<file path="src/rtl/vga_plot_arbiter.sv">
// Round-robin arbiter that shares the VGA adapter plot port among three rectangle drawers.
// The granted rectangle is rasterised one pixel per clock, row-major, with off-screen clipping.
module vga_plot_arbiter #(
  parameter int unsigned SCREEN_W = 160,
  parameter int unsigned SCREEN_H = 120
) (
  input  logic        clk,
  input  logic        reset,
  input  logic [2:0]  req,
  input  logic [23:0] rect_x,
  input  logic [20:0] rect_y,
  input  logic [23:0] rect_w,
  input  logic [20:0] rect_h,
  input  logic [8:0]  rect_color,
  output logic [2:0]  gnt,
  output logic [2:0]  done,
  output logic        busy,
  output logic [7:0]  x_out,
  output logic [6:0]  y_out,
  output logic [2:0]  color_out,
  output logic        writeEn
);

  localparam logic [8:0] XLimit = 9'(SCREEN_W);
  localparam logic [7:0] YLimit = 8'(SCREEN_H);

  typedef enum logic {StIdle, StDraw} state_e;

  state_e      state_q, state_d;
  logic [1:0]  last_q, last_d;
  logic [2:0]  gnt_q, gnt_d;
  logic [2:0]  done_q, done_d;
  logic        busy_q, busy_d;
  logic [7:0]  x_out_q, x_out_d;
  logic [6:0]  y_out_q, y_out_d;
  logic [2:0]  color_out_q, color_out_d;
  logic        we_q, we_d;
  logic [7:0]  x0_q, x0_d;
  logic [6:0]  y0_q, y0_d;
  logic [7:0]  w_q, w_d;
  logic [6:0]  h_q, h_d;
  logic [2:0]  c_q, c_d;
  logic [7:0]  col_q, col_d;
  logic [6:0]  row_q, row_d;

  logic [2:0]  eligible;
  logic [1:0]  p0, p1, p2;
  logic        win;
  logic [1:0]  win_idx;
  logic [7:0]  sel_x, sel_w;
  logic [6:0]  sel_y, sel_h;
  logic [2:0]  sel_c;
  logic [8:0]  x_sum;
  logic [7:0]  y_sum;
  logic        on_screen;
  logic        row_end;
  logic        last_pixel;

  // A requester whose done is high this cycle is masked so a held req is not re-granted.
  assign eligible = req & ~done_q;

  always_comb begin
    p0 = 2'd0;
    p1 = 2'd1;
    p2 = 2'd2;
    case (last_q)
      2'd0: begin p0 = 2'd1; p1 = 2'd2; p2 = 2'd0; end
      2'd1: begin p0 = 2'd2; p1 = 2'd0; p2 = 2'd1; end
      default: begin p0 = 2'd0; p1 = 2'd1; p2 = 2'd2; end
    endcase
    win     = 1'b1;
    win_idx = p0;
    if (eligible[p0]) begin
      win_idx = p0;
    end else if (eligible[p1]) begin
      win_idx = p1;
    end else if (eligible[p2]) begin
      win_idx = p2;
    end else begin
      win = 1'b0;
    end
  end

  always_comb begin
    sel_x = rect_x[7:0];
    sel_y = rect_y[6:0];
    sel_w = rect_w[7:0];
    sel_h = rect_h[6:0];
    sel_c = rect_color[2:0];
    case (win_idx)
      2'd1: begin
        sel_x = rect_x[15:8];
        sel_y = rect_y[13:7];
        sel_w = rect_w[15:8];
        sel_h = rect_h[13:7];
        sel_c = rect_color[5:3];
      end
      2'd2: begin
        sel_x = rect_x[23:16];
        sel_y = rect_y[20:14];
        sel_w = rect_w[23:16];
        sel_h = rect_h[20:14];
        sel_c = rect_color[8:6];
      end
      default: ;
    endcase
  end

  // Sums are one bit wider than the outputs so wrap-around past the edge is still clipped.
  assign x_sum      = {1'b0, x0_q} + {1'b0, col_q};
  assign y_sum      = {1'b0, y0_q} + {1'b0, row_q};
  assign on_screen  = (x_sum < XLimit) && (y_sum < YLimit);
  assign row_end    = (col_q == w_q - 8'd1);
  assign last_pixel = row_end && (row_q == h_q - 7'd1);

  always_comb begin
    state_d     = state_q;
    last_d      = last_q;
    gnt_d       = gnt_q;
    done_d      = done_q;
    busy_d      = busy_q;
    x_out_d     = x_out_q;
    y_out_d     = y_out_q;
    color_out_d = color_out_q;
    we_d        = we_q;
    x0_d        = x0_q;
    y0_d        = y0_q;
    w_d         = w_q;
    h_d         = h_q;
    c_d         = c_q;
    col_d       = col_q;
    row_d       = row_q;
    unique case (state_q)
      StIdle: begin
        we_d   = 1'b0;
        done_d = 3'b000;
        gnt_d  = 3'b000;
        busy_d = 1'b0;
        if (win) begin
          gnt_d  = 3'b001 << win_idx;
          last_d = win_idx;
          x0_d   = sel_x;
          y0_d   = sel_y;
          w_d    = sel_w;
          h_d    = sel_h;
          c_d    = sel_c;
          if (sel_w == 8'd0 || sel_h == 7'd0) begin
            done_d = 3'b001 << win_idx;
          end else begin
            state_d = StDraw;
            col_d   = 8'd0;
            row_d   = 7'd0;
            busy_d  = 1'b1;
          end
        end
      end
      StDraw: begin
        done_d      = 3'b000;
        x_out_d     = x_sum[7:0];
        y_out_d     = y_sum[6:0];
        color_out_d = c_q;
        we_d        = on_screen;
        if (last_pixel) begin
          done_d  = gnt_q;
          busy_d  = 1'b0;
          gnt_d   = 3'b000;
          state_d = StIdle;
        end else if (row_end) begin
          col_d = 8'd0;
          row_d = row_q + 7'd1;
        end else begin
          col_d = col_q + 8'd1;
        end
      end
      default: state_d = StIdle;
    endcase
  end

  always_ff @(posedge clk) begin
    if (reset) begin
      state_q     <= StIdle;
      last_q      <= 2'd2;
      gnt_q       <= 3'b000;
      done_q      <= 3'b000;
      busy_q      <= 1'b0;
      x_out_q     <= 8'd0;
      y_out_q     <= 7'd0;
      color_out_q <= 3'd0;
      we_q        <= 1'b0;
      x0_q        <= 8'd0;
      y0_q        <= 7'd0;
      w_q         <= 8'd0;
      h_q         <= 7'd0;
      c_q         <= 3'd0;
      col_q       <= 8'd0;
      row_q       <= 7'd0;
    end else begin
      state_q     <= state_d;
      last_q      <= last_d;
      gnt_q       <= gnt_d;
      done_q      <= done_d;
      busy_q      <= busy_d;
      x_out_q     <= x_out_d;
      y_out_q     <= y_out_d;
      color_out_q <= color_out_d;
      we_q        <= we_d;
      x0_q        <= x0_d;
      y0_q        <= y0_d;
      w_q         <= w_d;
      h_q         <= h_d;
      c_q         <= c_d;
      col_q       <= col_d;
      row_q       <= row_d;
    end
  end

  assign gnt       = gnt_q;
  assign done      = done_q;
  assign busy      = busy_q;
  assign x_out     = x_out_q;
  assign y_out     = y_out_q;
  assign color_out = color_out_q;
  assign writeEn   = we_q;

endmodule
</file>
<file path="config.mk">
export PLATFORM = sky130hd
export DESIGN_NAME = vga_plot_arbiter
export DESIGN_NICKNAME = d
export VERILOG_FILES = /design/src/rtl/vga_plot_arbiter.sv
export SDC_FILE = /design/constraint.sdc
export NUM_CORES = 1
export LEC_CHECK = 0
export BUFFER_PORTS_ARGS = -buffer_cell sky130_fd_sc_hd__buf_2
export CAP_MARGIN = 0
export CORE_MARGIN = 2
export CORE_UTILIZATION = 57
export DETAILED_ROUTE_END_ITERATION = 8
export GPL_TIMING_DRIVEN = 1
export PLACE_DENSITY = 0.86
export SLEW_MARGIN = 10
export SYNTH_ARGS = -nofsm -noshare
export SYNTH_HDL_FRONTEND = slang
export SYNTH_SLANG_ARGS = --single-unit
</file>
<file path="constraint.sdc">
create_clock -name clk -period 6.9 [get_ports clk]
set_input_delay 1.035 -clock clk [delete_from_list [all_inputs] [get_ports clk]]
set_output_delay 1.035 -clock clk [all_outputs]
set_load 0.01 [all_outputs]
</file>
==> results of run 1 <==
[per-layer routing]
metal / vias up / GRT usage [%] / wire (um)
met5: - / 0 / 0
li1: 2304 / - / -
met4: 0 / 12.7 / 251
met1: 2121 / 35.5 / 5410
met2: 204 / 45.3 / 5670
met3: 20 / 4.23 / 842
[cell families after synthesis]
family / after synthesis
AO/OA/AOI/OAI: 168
XOR/XNOR: 28
adder cells (fa/ha/maj): 24
buffers and inverters: 62
flip-flops: 77
multiplexers: 22
AND/OR/NAND/NOR: 211
[worst register-to-register path, cell delays in order (launching register included)]
cell and delay (ns):
dfxtp_1 0.32, nor2b_1 0.25, nand2b_1 0.20, nand2_1 0.07
a21oi_1 0.17, o22a_1 0.23, ha_2 0.90, a21oi_1 0.22
or4_1 0.59, nor2_2 0.19, nor3_1 0.11, mux2_4 0.33
or2_1 0.36, a21oi_2 0.16
[flip-flops by register name (all words and copies together) (netlist names)]
signal / count
y_out: 7
done: 3
gnt: 3
h_q: 7
x_out: 8
row_q: 7
color_out: 3
w_q: 8
y0_q: 7
x0_q: 8
writeEn: 1
col_q: 8
c_q: 3
busy: 1
last_q: 2
state_q: 1
[final timing paths]
path                   startpoint                     to  slack (ns)
min          x0_q[3]$_SDFFE_PP0P_   x0_q[3]$_SDFFE_PP0P_        0.46
max                        req[1]  col_q[4]$_SDFFE_PP0P_        2.28
max reg2reg    done[1]$_SDFF_PP0_  col_q[4]$_SDFFE_PP0P_        2.72
min reg2reg  x0_q[3]$_SDFFE_PP0P_   x0_q[3]$_SDFFE_PP0P_        0.46
[final cells by class]
class | count | area (sq um) | area share [%]
timing repair buffer | 134 | 683 | 12.2
tap | 105 | 131 | 2.35
inverter | 25 | 93.8 | 1.68
clock inverter | 4 | 70.1 | 1.25
clock buffer | 12 | 155 | 2.78
multi-input combinational | 453 | 2910 | 52.1
sequential | 77 | 1540 | 27.6
[through the flow]
step           setup slack (ns)  instance area (sq um)
4_1_cts                    2.31                   5580
3_3_place_gp               2.13                   5360
5_1_grt                    2.06                   5580
2_1_floorplan              2.94                   4720
3_5_place_dp               1.95                   5360
6_report                   2.28                   5580
[cells in the final DEF, fill, tap and decap left out, drive strengths merged, types with 11 or more instances in the layout]
master  netlist  layout
inv          25      25
buf          14     134
a22oi        33      33
clkbuf       23      12
nand2        78      78
o21ai        11      11
xnor2        15      15
o211ai       19      19
xor2         12      12
a21oi        72      72
nor2         63      63
ha           22      22
mux2i        21      21
dfxtp        77      77
[power breakdown]
part / internal [mW] / leakage [nW] / switching (mW)
Combinational: 0.150 / 1.74 / 0.209
Sequential: 0.481 / 0.629 / 0.0312
Clock: 0.222 / 0.116 / 0.160
Total: 0.854 / 2.48 / 0.401
==> impl_metrics.env, run 1 <==
export IMPL_status="completed"
export IMPL_synthMuxAreaShare_pct=4.78
export IMPL_grt_pass1_vias=4205
export IMPL_worstPathArrival_ns=4.90
export IMPL_synth_fa_ha_area_share_pct=6.69
export IMPL_critPathTopFamily="simple AND/OR/NAND/NOR gates"
export IMPL_crit_cells=14
export IMPL_hold_violations=0
export IMPL_grt_overflow=0
export IMPL_cts_tree="done"
export IMPL_post_synth_top_area_cell="dfxtp_1"
export IMPL_fin_crit_sh_pct=67.0
export IMPL_antenna_found_initial=0
export IMPL_num_antenna_cells=0
export IMPL_syn_avg_cell_area_sq_um=7.97
export IMPL_avgViaCountPerCell=5.74
export IMPL_synth_top_area_share_pct=32.7
export IMPL_core_area_sq_um=8130
export IMPL_die_x_um=95.0
export IMPL_max_clock_freq_ghz=0.216
export IMPL_peakVddDrop_mv=0.242
export IMPL_grt_pass1_wl_um=19300
export IMPL_postCtsSetupBuffers=0
export IMPL_ys_ff_latch=77
export IMPL_worstPathMaxFanout=62
export IMPL_final_util_pct=68.7
export IMPL_synth_compound_gate_area_share_pct=23.8
export IMPL_rsz0062_at_grt="false"
export IMPL_place_congestion=0.805
export IMPL_dp_cells=794
export IMPL_synth_top_family_by_area="compound AO/OA/AOI/OAI gates"
export IMPL_cts_buffers=9
export IMPL_synthSimpleGateAreaFrac_pct=20.8
export IMPL_drc=0
export IMPL_netlist_area_sq_um=4720
export IMPL_yosysUniqueCellTypes=59
export IMPL_die_height_um=95.0
export IMPL_num_rows=33
export IMPL_critPathRequiredTime_ns=7.18
export IMPL_postCtsResizedCells=0
export IMPL_die_area_sq_um=9020
export IMPL_syn2layout_area_growth_pct=18.4
export IMPL_numClockSinks=77
export IMPL_drt_iter0_drc=211
export IMPL_clk_path_buf_depth=2
export IMPL_yosys_top_cells_area="dfxtp_1, a21oi_1, nand2_1"
export IMPL_synth_commonest_cells="nand2_1, dfxtp_1, a21oi_1"
export IMPL_leakage_nw=2.48
export IMPL_drive_gt1_share_pct=24.3
export IMPL_fin_skew_ns=0.00832
export IMPL_port_buffers=129
export IMPL_synth_net_count=720
export IMPL_finalMaxSlewViolations=0
export IMPL_synth_edf_count=0
export IMPL_vias=4649
export IMPL_n_fill_cell=672
export IMPL_path_cells="buf_2 > nor2b_1 > nand2b_1 > nand2_1 > a21oi_1 > o22a_1 > ha_2 > a21oi_1 > or4_1 > nor2_2 > nor3_1 > mux2_4 > or2_1 > a21oi_2"
export IMPL_yosysWarnings=0
export IMPL_pwr_density_cell_nw_per_um2=225
export IMPL_start_kind="input port"
export IMPL_stdcell_count=810
export IMPL_track_usage_pct=27.5
export IMPL_power_total_mw=1.25
export IMPL_fin_crit_ns=4.62
export IMPL_holdWs_ns=0.464
export IMPL_ant_nets=0
export IMPL_wirelength_um=12200
export IMPL_grt_start_max_net_pins=68
export IMPL_crit_buf_inv=1
export IMPL_hp_class="flip-flop to flip-flop"
export IMPL_end_kind="flip-flop"
export IMPL_routedWlPerCell_um=15.0
export IMPL_firstDrtPassIters=5
export IMPL_synth_most_common_cell="nand2_1"
export IMPL_clk_latency_ns=0.35
export IMPL_slowest_delay_ns=0.90
export IMPL_cts_root_buffer="clkbuf_8"
export IMPL_slew_headroom_pct=21.9
export IMPL_drv_cap=0
export IMPL_critPathSlowestCell="ha_2"
export IMPL_fin_tns_setup_ns=0
export IMPL_r2r_cells=13
export IMPL_synth_xor_area_share_pct=5.49
export IMPL_htreeDepth=3
export IMPL_worst_pin_slew_ns=1.17
export IMPL_critPathKind="input port to flip-flop"
export IMPL_syn_instance_count=592
export IMPL_hpwl_um=8790
export IMPL_whs_path_depth=2
export IMPL_io_pins=130
export IMPL_start_util_pct=58.0
export IMPL_path_common_cell="a21oi_1"
export IMPL_nets=828
export IMPL_setup_viol=0
export IMPL_seq_area_frac_synth_pct=32.7
export IMPL_synth_flop_cell="dfxtp_1"
export IMPL_async_flop_share_pct=0
export IMPL_ctsHoldBuffers=0
export IMPL_clk_pin_slew_ns=0.07
No activity file was read; power rests on OpenSTA's default activity.
==> run 2, diff against run 1 <==
--- a/config.mk
+++ b/config.mk
@@ -8,10 +8,10 @@
 export BUFFER_PORTS_ARGS = -buffer_cell sky130_fd_sc_hd__buf_2
 export CAP_MARGIN = 0
 export CORE_MARGIN = 2
-export CORE_UTILIZATION = 57
+export CORE_UTILIZATION = 48
 export DETAILED_ROUTE_END_ITERATION = 8
 export GPL_TIMING_DRIVEN = 1
-export PLACE_DENSITY = 0.86
+export PLACE_DENSITY = 0.77
 export SLEW_MARGIN = 10
 export SYNTH_ARGS = -nofsm -noshare
 export SYNTH_HDL_FRONTEND = slang
==> constraint.sdc (replaced) <==
create_clock -name clk -period 4 [get_ports clk]
set_input_delay 0.6 -clock clk [delete_from_list [all_inputs] [get_ports clk]]
set_output_delay 0.6 -clock clk [all_outputs]
set_load 0.01 [all_outputs]
==> run 2 against run 1 <==
Against the previous run:
- wire length is 5.8% lower
- first-iteration DRC count is 17% lower
- clock power increased by 28%
- sequential cell count stayed put
==> impl_metrics.env, run 2 (synthesized netlist as in run 1, its figures left out) <==
export IMPL_ant_nets=0
export IMPL_grt_pass1_wl_um=18600
export IMPL_hpwl_um=8800
export IMPL_hold_violations=0
export IMPL_fin_crit_ns=3.61
export IMPL_cts_tree="done"
export IMPL_finalMaxSlewViolations=0
export IMPL_slew_headroom_pct=53.8
export IMPL_final_util_pct=57.9
export IMPL_track_usage_pct=21.8
export IMPL_postCtsSetupBuffers=0
export IMPL_drv_cap=0
export IMPL_dp_cells=826
export IMPL_numClockSinks=77
export IMPL_vias=4516
export IMPL_htreeDepth=3
export IMPL_mostFrequentLayoutCell="buf_2"
export IMPL_firstDrtPassIters=4
export IMPL_cts_root_buffer="clkbuf_8"
export IMPL_antenna_found_initial=0
export IMPL_hp_class="flip-flop to flip-flop"
export IMPL_stdcell_count=841
export IMPL_clk_latency_ns=0.36
export IMPL_core_area_sq_um=9640
export IMPL_routedWlPerCell_um=13.6
export IMPL_use_met3_pct=2.92
export IMPL_die_height_um=103
export IMPL_leakage_nw=2.47
export IMPL_grt_pass1_vias=4130
export IMPL_max_clock_freq_ghz=0.277
export IMPL_peakVddDrop_mv=0.192
export IMPL_port_buffers=129
export IMPL_pwr_density_cell_nw_per_um2=355
export IMPL_syn2layout_area_growth_pct=18.4
export IMPL_worstPathArrival_ns=3.90
export IMPL_num_rows=36
export IMPL_wirelength_um=11500
export IMPL_die_x_um=103
export IMPL_num_antenna_cells=0
export IMPL_start_kind="input port"
export IMPL_worst_pin_slew_ns=0.694
export IMPL_rsz0062_at_grt="false"
export IMPL_clk_path_buf_depth=2
export IMPL_place_congestion=0.832
export IMPL_grt_util_met2_pct=37.2
export IMPL_start_util_pct=48.9
export IMPL_postLayoutCellArea_sq_um=5580
export IMPL_worstPathMaxFanout=27
export IMPL_fin_skew_ns=0.00945
export IMPL_fin_crit_sh_pct=90.4
export IMPL_use_met1_pct=28.1
export IMPL_drc=0
export IMPL_avgViaCountPerCell=5.37
export IMPL_grt_overflow=0
export IMPL_place_area_sq_um=5420
export IMPL_nets=832
export IMPL_critPathRequiredTime_ns=4.29
export IMPL_grt_start_max_net_pins=41
export IMPL_end_kind="flip-flop"
export IMPL_top_usage_layer="met2"
export IMPL_io_pins=130
export IMPL_setup_viol=0
export IMPL_drive_gt1_share_pct=24.7
export IMPL_mostFrequentLayoutCells="buf_2, nand2_1, dfxtp_1"
export IMPL_ctsHoldBuffers=0
export IMPL_drt_iter0_drc=176
export IMPL_status="completed"
export IMPL_clk_pin_slew_ns=0.07
export IMPL_die_area_sq_um=10600
export IMPL_critPathKind="input port to flip-flop"
export IMPL_cts_buffers=9
## run 2: cell count changes in the layout (fill, tap and decap cells not counted), sizes merged
cell / delta
buf: +4
bufinv: -2
clkbuf: -2
clkinv: +3
## run 2: cell type report
class / count / area (sq um)
repair buffers: 138 / 713
well taps: 133 / 166
clock buffers: 10 / 128
flip-flops and latches: 77 / 1540
multi-input cells: 453 / 2910
inverters: 25 / 93.8
fillers: 924 / 4060
clock inverters: 5 / 28.8
## run 2: worst paths after layout
check                             from               endpoint  slack, ns  depth (start not counted)
setup / recovery                req[1]  col_q[4]$_SDFFE_PP0P_       0.39                         14
hold / removal    y0_q[6]$_SDFFE_PP0P_   y0_q[6]$_SDFFE_PP0P_       0.47                          2
setup reg to reg    done[2]$_SDFF_PP0_  col_q[4]$_SDFFE_PP0P_       0.42                         14
hold reg to reg   y0_q[6]$_SDFFE_PP0P_   y0_q[6]$_SDFFE_PP0P_       0.47                          2
## run 2: timing repair
| action | CTS | global route |
|---|---|---|
| hold endpoints to repair | 0 | 0 |
| gates resized for setup | 0 | 1 |
| setup endpoints to repair | 0 | 5 |
## run 2: power by group
| group | internal (mW) | switching (mW) |
|---|---|---|
| clock | 0.218 | 0.271 |
| combinational | 0.262 | 0.348 |
| sequential | 0.830 | 0.0539 |
## run 2: per-stage QoR
step	setup TNS, ns	worst slack, ns	hold slack [ns]	total power [mW]
global route	0	0.131	0.487	2.11
CTS	0	0.305	0.466	2.00
global placement	0	0.160	0.446	1.48
floorplan	0	0.471	0.436	1.35
finish	0	0.386	0.465	1.98
detailed placement	-0.356	-0.0582	0.456	1.51
## run 2: worst max-delay path: stages
cell,delay [ns]
buf_2,0.09
nor2b_1,0.12
nand2b_1,0.17
nand2_1,0.08
a21oi_1,0.06
o22a_1,0.24
ha_2,0.65
a21oi_1,0.17
or4_1,0.58
nor2_2,0.17
nor3_1,0.11
mux2_4,0.33
or2_1,0.36
a21oi_2,0.15
## run 2: metal layers
metal	part of all wire, %	wire, um	vias to the layer above
li1	-	-	2314
met5	0	0	-
met1	47	5400	2044
met4	1.0	115	0
met3	6.2	711	11
met2	46	5250	147
